$ cat src/rtl/fft_pkg.sv
// fft_pkg: bin count, bin-index width and scheduler state encoding shared by the output scheduler
package fft_pkg;
  localparam int N_BINS = 8;
  localparam int IDX_W = 3;
  typedef enum logic [1:0] {IDLE, WAIT, PRESENT} state_t;
endpackage

$ cat src/rtl/tick_gen.sv
// tick_gen: free-running 0..DIV-1 slot divider producing a one-cycle tick enable at DIV-1
module tick_gen #(
  parameter int DIV = 25
) (
  input  logic fastclk,
  input  logic rst,
  input  logic clear,
  output logic tick
);
  localparam int CW = $clog2(DIV);
  logic [CW-1:0] cnt;
  assign tick = cnt == CW'(DIV - 1);
  // counter held at zero while cleared, otherwise wraps after DIV-1
  always_ff @(posedge fastclk)
    if (rst || clear) cnt <= '0;
    else cnt <= tick ? '0 : cnt + 1'b1;
endmodule

$ cat src/rtl/fft_out_scheduler.sv
// fft_out_scheduler: buffers one 8-bin frame and presents its bins one per slot tick over a valid/ready port
module fft_out_scheduler
  import fft_pkg::*;
#(
  parameter int W = 16,
  parameter int DIV = 25
) (
  input  logic                fastclk,
  input  logic                rst,
  input  logic [N_BINS*W-1:0] frame_re,
  input  logic [N_BINS*W-1:0] frame_im,
  input  logic                frame_valid,
  output logic                frame_ready,
  output logic [W-1:0]        out_re,
  output logic [W-1:0]        out_im,
  output logic [IDX_W-1:0]    out_index,
  output logic                out_valid,
  input  logic                out_ready,
  output logic                out_last,
  output logic [7:0]          drop_cnt
);
  state_t state, state_n;
  logic [IDX_W-1:0] idx;
  logic [N_BINS*W-1:0] buf_re, buf_im;
  logic tick, accept, emit, done, at_last;
  assign frame_ready = state == IDLE && !rst;
  assign accept = frame_valid && frame_ready;
  assign emit = state == WAIT && tick;
  assign done = state == PRESENT && out_ready;
  assign at_last = idx == IDX_W'(N_BINS - 1);
  tick_gen #(.DIV(DIV)) u_tick (
    .fastclk(fastclk),
    .rst(rst),
    .clear(state == IDLE),
    .tick(tick)
  );
  // state register
  always_ff @(posedge fastclk)
    if (rst) state <= IDLE;
    else state <= state_n;
  // next state: capture -> wait for slot -> present until accepted
  always_comb
    state_n = accept ? WAIT : emit ? PRESENT : done ? (at_last ? IDLE : WAIT) : state;
  // frame buffer loaded only on acceptance so later offers cannot corrupt a frame in flight
  always_ff @(posedge fastclk)
    if (accept) begin
      buf_re <= frame_re;
      buf_im <= frame_im;
    end
  // bin index and registered output port; outputs hold between bins and after the frame
  always_ff @(posedge fastclk)
    if (rst) begin
      idx <= '0;
      out_re <= '0;
      out_im <= '0;
      out_index <= '0;
      out_valid <= 1'b0;
      out_last <= 1'b0;
    end else begin
      if (accept) idx <= '0;
      if (done && !at_last) idx <= idx + 1'b1;
      if (emit) begin
        out_re <= buf_re[int'(idx)*W +: W];
        out_im <= idx[1:0] == 2'd0 ? '0 : buf_im[int'(idx)*W +: W];
        out_index <= idx;
        out_valid <= 1'b1;
        out_last <= at_last;
      end
      if (done) begin
        out_valid <= 1'b0;
        out_last <= 1'b0;
      end
    end
  // saturating count of frame offers refused while busy
  always_ff @(posedge fastclk)
    if (rst) drop_cnt <= '0;
    else if (frame_valid && !frame_ready && drop_cnt != 8'hff) drop_cnt <= drop_cnt + 1'b1;
endmodule

$ cat config.mk
export PLATFORM = sky130hd
export DESIGN_NAME = fft_out_scheduler
export DESIGN_NICKNAME = d
export VERILOG_FILES = /design/src/rtl/fft_pkg.sv /design/src/rtl/tick_gen.sv /design/src/rtl/fft_out_scheduler.sv
export SDC_FILE = /design/constraint.sdc
export NUM_CORES = 1
export LEC_CHECK = 0
export ABC_AREA = 1
export BUFFER_PORTS_ARGS = -buffer_cell sky130_fd_sc_hd__buf_4
export CORE_MARGIN = 2
export CORE_UTILIZATION = 30
export DETAILED_ROUTE_END_ITERATION = 8
export GPL_TIMING_DRIVEN = 0
export HOLD_SLACK_MARGIN = 0.05
export PLACE_DENSITY = 0.54
export SLEW_MARGIN = 40
export SYNTH_ARGS = -nofsm -noshare
export SYNTH_HDL_FRONTEND = slang
export SYNTH_SLANG_ARGS = --single-unit
$ cat constraint.sdc
create_clock -name fastclk -period 10.35 [get_ports fastclk]
set_input_delay 2.07 -clock fastclk [delete_from_list [all_inputs] [get_ports fastclk]]
set_output_delay 2.07 -clock fastclk [all_outputs]
set_load 0.01 [all_outputs]
### Word-level counts from Yosys, hierarchy flattened

Index checks and enable logic that the tools add are counted.
Widths: inputs -> output; s select.

| word-level totals | value |
|---|---|
| flip-flop bits (word level) | 311 |
| output and inout bits | 46 |
| logic and storage cells | 48 |

| cells by class | value |
|---|---|
| add/sub/neg operators | 3 |
| equal/unequal tests | 5 |
| shift operators | 2 |
| multiplexer cells | 7 |
| reduce and logical (&&, ||, !) cells | 19 |

Operators by type and width:

| cell | number |
|---|---|
| $shiftx 128x8->16 | 2 |
| $mux 16 | 1 |
| $add 8x1->8 const B | 1 |
| $ne 8x8->1 const B | 1 |
| $logic_and 1x1->1 | 7 |
| $mux 3 | 2 |
| $reduce_or 2->1 | 3 |
| $add 5x1->5 const B | 1 |
| $eq 5x5->1 const B | 1 |
| $logic_not 2->1 | 2 |
| $mux 2 | 2 |
| $reduce_bool 2->1 | 2 |
| $add 3x1->3 const B | 1 |
| $eq 3x3->1 const B | 1 |
| $logic_not 1->1 | 3 |
| $reduce_bool 3->1 | 1 |
| $eq 2x1->1 const B | 1 |
| $eq 2x2->1 const B | 1 |
| $mux 1 | 2 |
| $logic_or 1x1->1 | 1 |

### Logic depth before layout (Yosys ltp)

| logic depth | value |
|---|---|
| depth after elaboration | 5 |
| gate-level depth with buffers | 10 |

### By module

From an unflattened synthesis, not the netlist that was laid out.

| second synthesis, totals | value |
|---|---|
| cells, all modules | 1164 |
| area total of the unflattened synthesis | 12524.5 um^2 |

By module, submodules not included:

| module | times used | cells an instance | area an instance (um^2) | seq. area each (um^2) |
|---|---|---|---|---|
| fft_out_scheduler | 1 | 1129 | 12261.8 | 8688.3 |
| tick_gen | 1 | 35 | 262.8 | 100.1 |

### Worst setup path before layout

No wires, ideal clock.

| timing path | value |
|---|---|
| path kind | in2reg |
| from | input rst |
| to | register buf_im[0] (enable) |
| library setup time | 0.606 ns |
| arrival | 7.544 ns |
| path slack | 2.200 ns |
| stages | 5 |
| cell sequence | inv_1 nand2_1 inv_1 nand2_1 inv_1 |

| between the ends | value |
|---|---|
| longest elaborated chain between the ends | 3 |

RTL lines:

| what | RTL line | RTL |
|---|---|---|
| start: declaration | fft_out_scheduler.sv:9 | `input logic rst,` |
| $logic_not 1->1 | fft_out_scheduler.sv:26 | `assign frame_ready = state == IDLE && !rst;` |
| $logic_and 1x1->1 | fft_out_scheduler.sv:26 |  |
| net frame_ready | fft_out_scheduler.sv:13 | `output logic frame_ready,` |
| $logic_and 1x1->1 | fft_out_scheduler.sv:27 | `assign accept = frame_valid && frame_ready;` |
| net accept | fft_out_scheduler.sv:25 | `logic tick, accept, emit, done, at_last;` |
| end signal: assignment | fft_out_scheduler.sv:48 | `buf_im <= frame_im;` |
| end: declaration | fft_out_scheduler.sv:24 | `logic [N_BINS*W-1:0] buf_re, buf_im;` |

The timed path passes the listed nets, and every way through them passes these cells.
A chain may end at the register's enable or synchronous reset.

### Worst setup path after layout

| timing path | value |
|---|---|
| from | input rst |
| to | output frame_ready |

| between the ends | value |
|---|---|
| longest elaborated chain between the ends | 2 |

RTL lines:

| what | RTL line |
|---|---|
| $logic_not 1->1 | fft_out_scheduler.sv:26 |
| $logic_and 1x1->1 | fft_out_scheduler.sv:26 |
| end: declaration | fft_out_scheduler.sv:13 |

No other way between the ends.

==> out/results.txt <==
Mux cell area share after synthesis - 0%
Largest family of logic cells by synthesized area - simple AND/OR/NAND/NOR gates
Fmax - 0.204 GHz
DRC viols - 0
Slowest CP cell - inv_1
Internal power - 2.21 mW
Register-to-Register Setup Slack - 8210 ps
EDFF count, synth - 256
Count of cell types in the netlist - 31
CP Launch Type - input port
CTS clk-pin slew, worst paths - 50 ps
RSZ-0062 raised after global routing - no
H-tree Lvls - 2
Hold WC Path Type - reg2reg
Post-synth top area share - 62.6%
Initial antenna violation count - 5
Die H - 206 um
Post-synth top area cell - edfxtp_1
Initial Util - 30.2%
Ranking of synthesized cells by area - edfxtp_1 63%, dfxtp_1 9.0%, nand2_1 8.0%, nor2_1 5.1%, nand3_1 4.4%
Yosys reg bits - 311
Worst min-delay path startpoint - out_im[1]$_SDFFE_PP0P_
Post-CTS Setup Bufs - 0
CTS Buffer Depth - 3
Total gr overflow - 0
Final #Nets - 1699
Routed WL - 39.0 mm
DR vias - 9024
Tmin final - 4890 ps
Final Hold Viols - 0
Flop pwr share - 50.9%
Post_cts resized - 0
Final core occ - 40.5%
Skew final - 14.8 ps
Register area share after synthesis - 71.5%
Total Routing Usage GR - 18.2%
Skew-Pair Late Insertion Delay - 530 ps
Gpl congestion - 0.803
Tightest Pin Transition - 886 ps
Hold Crit Depth - 2
Share of power burned in combinational logic - 5.2%
Syn Inst Count - 1087
WL/cell - 19.6 um
Antenna-violating nets left - 0
P&R area growth vs syn - 33.9%
Arr. time, crit path - 2820 ps
Adder-Cell Fraction of Synth Area - 0.611%
FF-to-FF path depth - 6
Worst setup EP type - primary output
Post-Syn Area - 12300 um2
Area share of and/or/nand/nor cells after synthesis - 18.4%
Slew margin rel. - 40.9%
IO Pins - 306
Crit path max-delay family - buffers and inverters
Number of global-route vias before repair - 8926
First-pass GRT wire length - 55.5 mm
WP buf/inv - 4
Crit-path cells - buf_4 > inv_1 > nand2_1 > inv_1 > buf_4
Psw - 0.588 mW
Crit-path max FO - 9
Hold Path End - out_im[1]$_SDFFE_PP0P_
Cells after DPL - 1927
Clock share of power - 43.8%
Worst r2r dst - buf_im[27]$_DFFE_PP_
Layout Cells excl Fill - 1993
Count of hold buffers inserted by post-cts repair - 0
WP data required - 8280 ps
Worst path max stage delay - 290 ps
PwrDens - 170 nW/um2
Most frequent cells in the layout - 319 x buf_4, 262 x nand2_1, 256 x edfxtp_1, 168 x nor2_1, 109 x nand3_1
DPL Wire Length - 28.0 mm
Period utilization - 47.3%
Via/cell ratio - 4.53
Status - complete, no violations
Net Count, Synth - 1353
Final Max Tran Viols - 0
Clock Sink Count - 311
Area of the core - 40600 um2
CTS tree - done
DRT Pass-1 Iters - 5
Endpoints failing setup - 0
Compound-Gate Fraction of Synth Area - 5.05%
DRT iter0 DRCs - 549
Top FF cell, synth - edfxtp_1
Design Area, Final - 16400 um2
Sw Ratio - 21.0%
Worst r2r src - state[1]$_SDFFE_PP0P_
Port bufs - 305
Leak pwr - 6.73 nW
Mean Syn Cell Area - 11.3 um2
Root buffer selected by CTS - clkbuf_16
Die area - 42600 um2
Largest net degree at the start of global routing - 85
Die width - 206 um
TritonCTS Buffers - 36
Xor-xnor portion of the synthesized cell area - 0.285%
Commonest non-fill, non-tap cell in the layout - buf_4
MaxCap Viol Count - 0
Crit path kind - in2out
Hold slack final - 451 ps
Total placed instance area - 15300 um2
Syn. warnings - 0
Max VDD drop - 93.9 uV
Synth async-reset ratio - 0%
Share of layout cells above drive strength 1 - 28.3%
Row cnt - 74
Yosys cell counts (all sizes together) (6+ instances only):
cell type	n
nand3	110
dfxtp	55
a21oi	19
ha	6
nand2	265
o211ai	11
inv	44
clkbuf	14
buf	41
o21ai	85
edfxtp	256
nor2	171
worst max-delay path by stage:
stage	startpoint	end	slack, ps	cells after the start
final	rst	frame_ready	5460	5
after global placement	rst	buf_im[117]$_DFFE_PP_	-260	6
after global routing	rst	frame_ready	5360	5
after CTS	rst	frame_ready	5470	5
after detailed placement	rst	frame_ready	5460	5
after floorplan	rst	buf_im[0]$_DFFE_PP_	2200	5
worst register-to-register path: cells and delay by family, from the launching register on:
family / cells / cell delay (ps)
buf+inv: 3 / 780
flops: 1 / 340
simple gates: 3 / 560
kinds of logic after synthesis:
family | after synthesis
adder cells (fa/ha/maj) | 6
flip-flops | 311
buffers and inverters | 99
AO/OA/AOI/OAI | 117
XOR/XNOR | 4
AND/OR/NAND/NOR | 550
power by group through the flow:
stage	combinational, mW	clock [mW]	sequential [mW]
2_1_floorplan	0.0450	0	1.46
3_3_place_gp	0.141	0	1.47
3_5_place_dp	0.147	0	1.45
4_1_cts	0.148	1.26	1.42
5_1_grt	0.160	1.30	1.43
6_report	0.146	1.23	1.42
layer usage:
metal	track usage (%)	share of wire (%)	vias up
li1	-	-	4410
met1	23.6	43	4257
met2	29.2	47	290
met3	5.00	7.2	61
met4	6.76	2.8	6
met5	0	0.11	-
flip-flops by register name (all words and copies together), names as in the netlist:
signal      cells
drop_cnt        8
buf_re        128
state           2
idx             3
out_index       3
buf_im        128
u_tick.cnt      5
out_valid       1
out_im         16
out_re         16
out_last        1
stage by stage:
step	power (mW)	worst slack [ps]	setup TNS (ps)
finish	2.80	5460	0
global placement	1.61	-259	-63080
global route	2.89	5360	0
detailed placement	1.60	5460	0
CTS	2.83	5470	0
floorplan	1.50	2200	0
cell type report:
type                       count  area, um2
antenna                        2       5.00
buffer                        55        340
clock buffer                  46        980
clock inverter                18        135
fill                        3931      24200
inverter                      44        173
multi-input combinational    677       2990
sequential                   311       8790
tap                          532        666
timing repair buffer         308       2370
No activity file was read; power rests on OpenSTA's default activity.
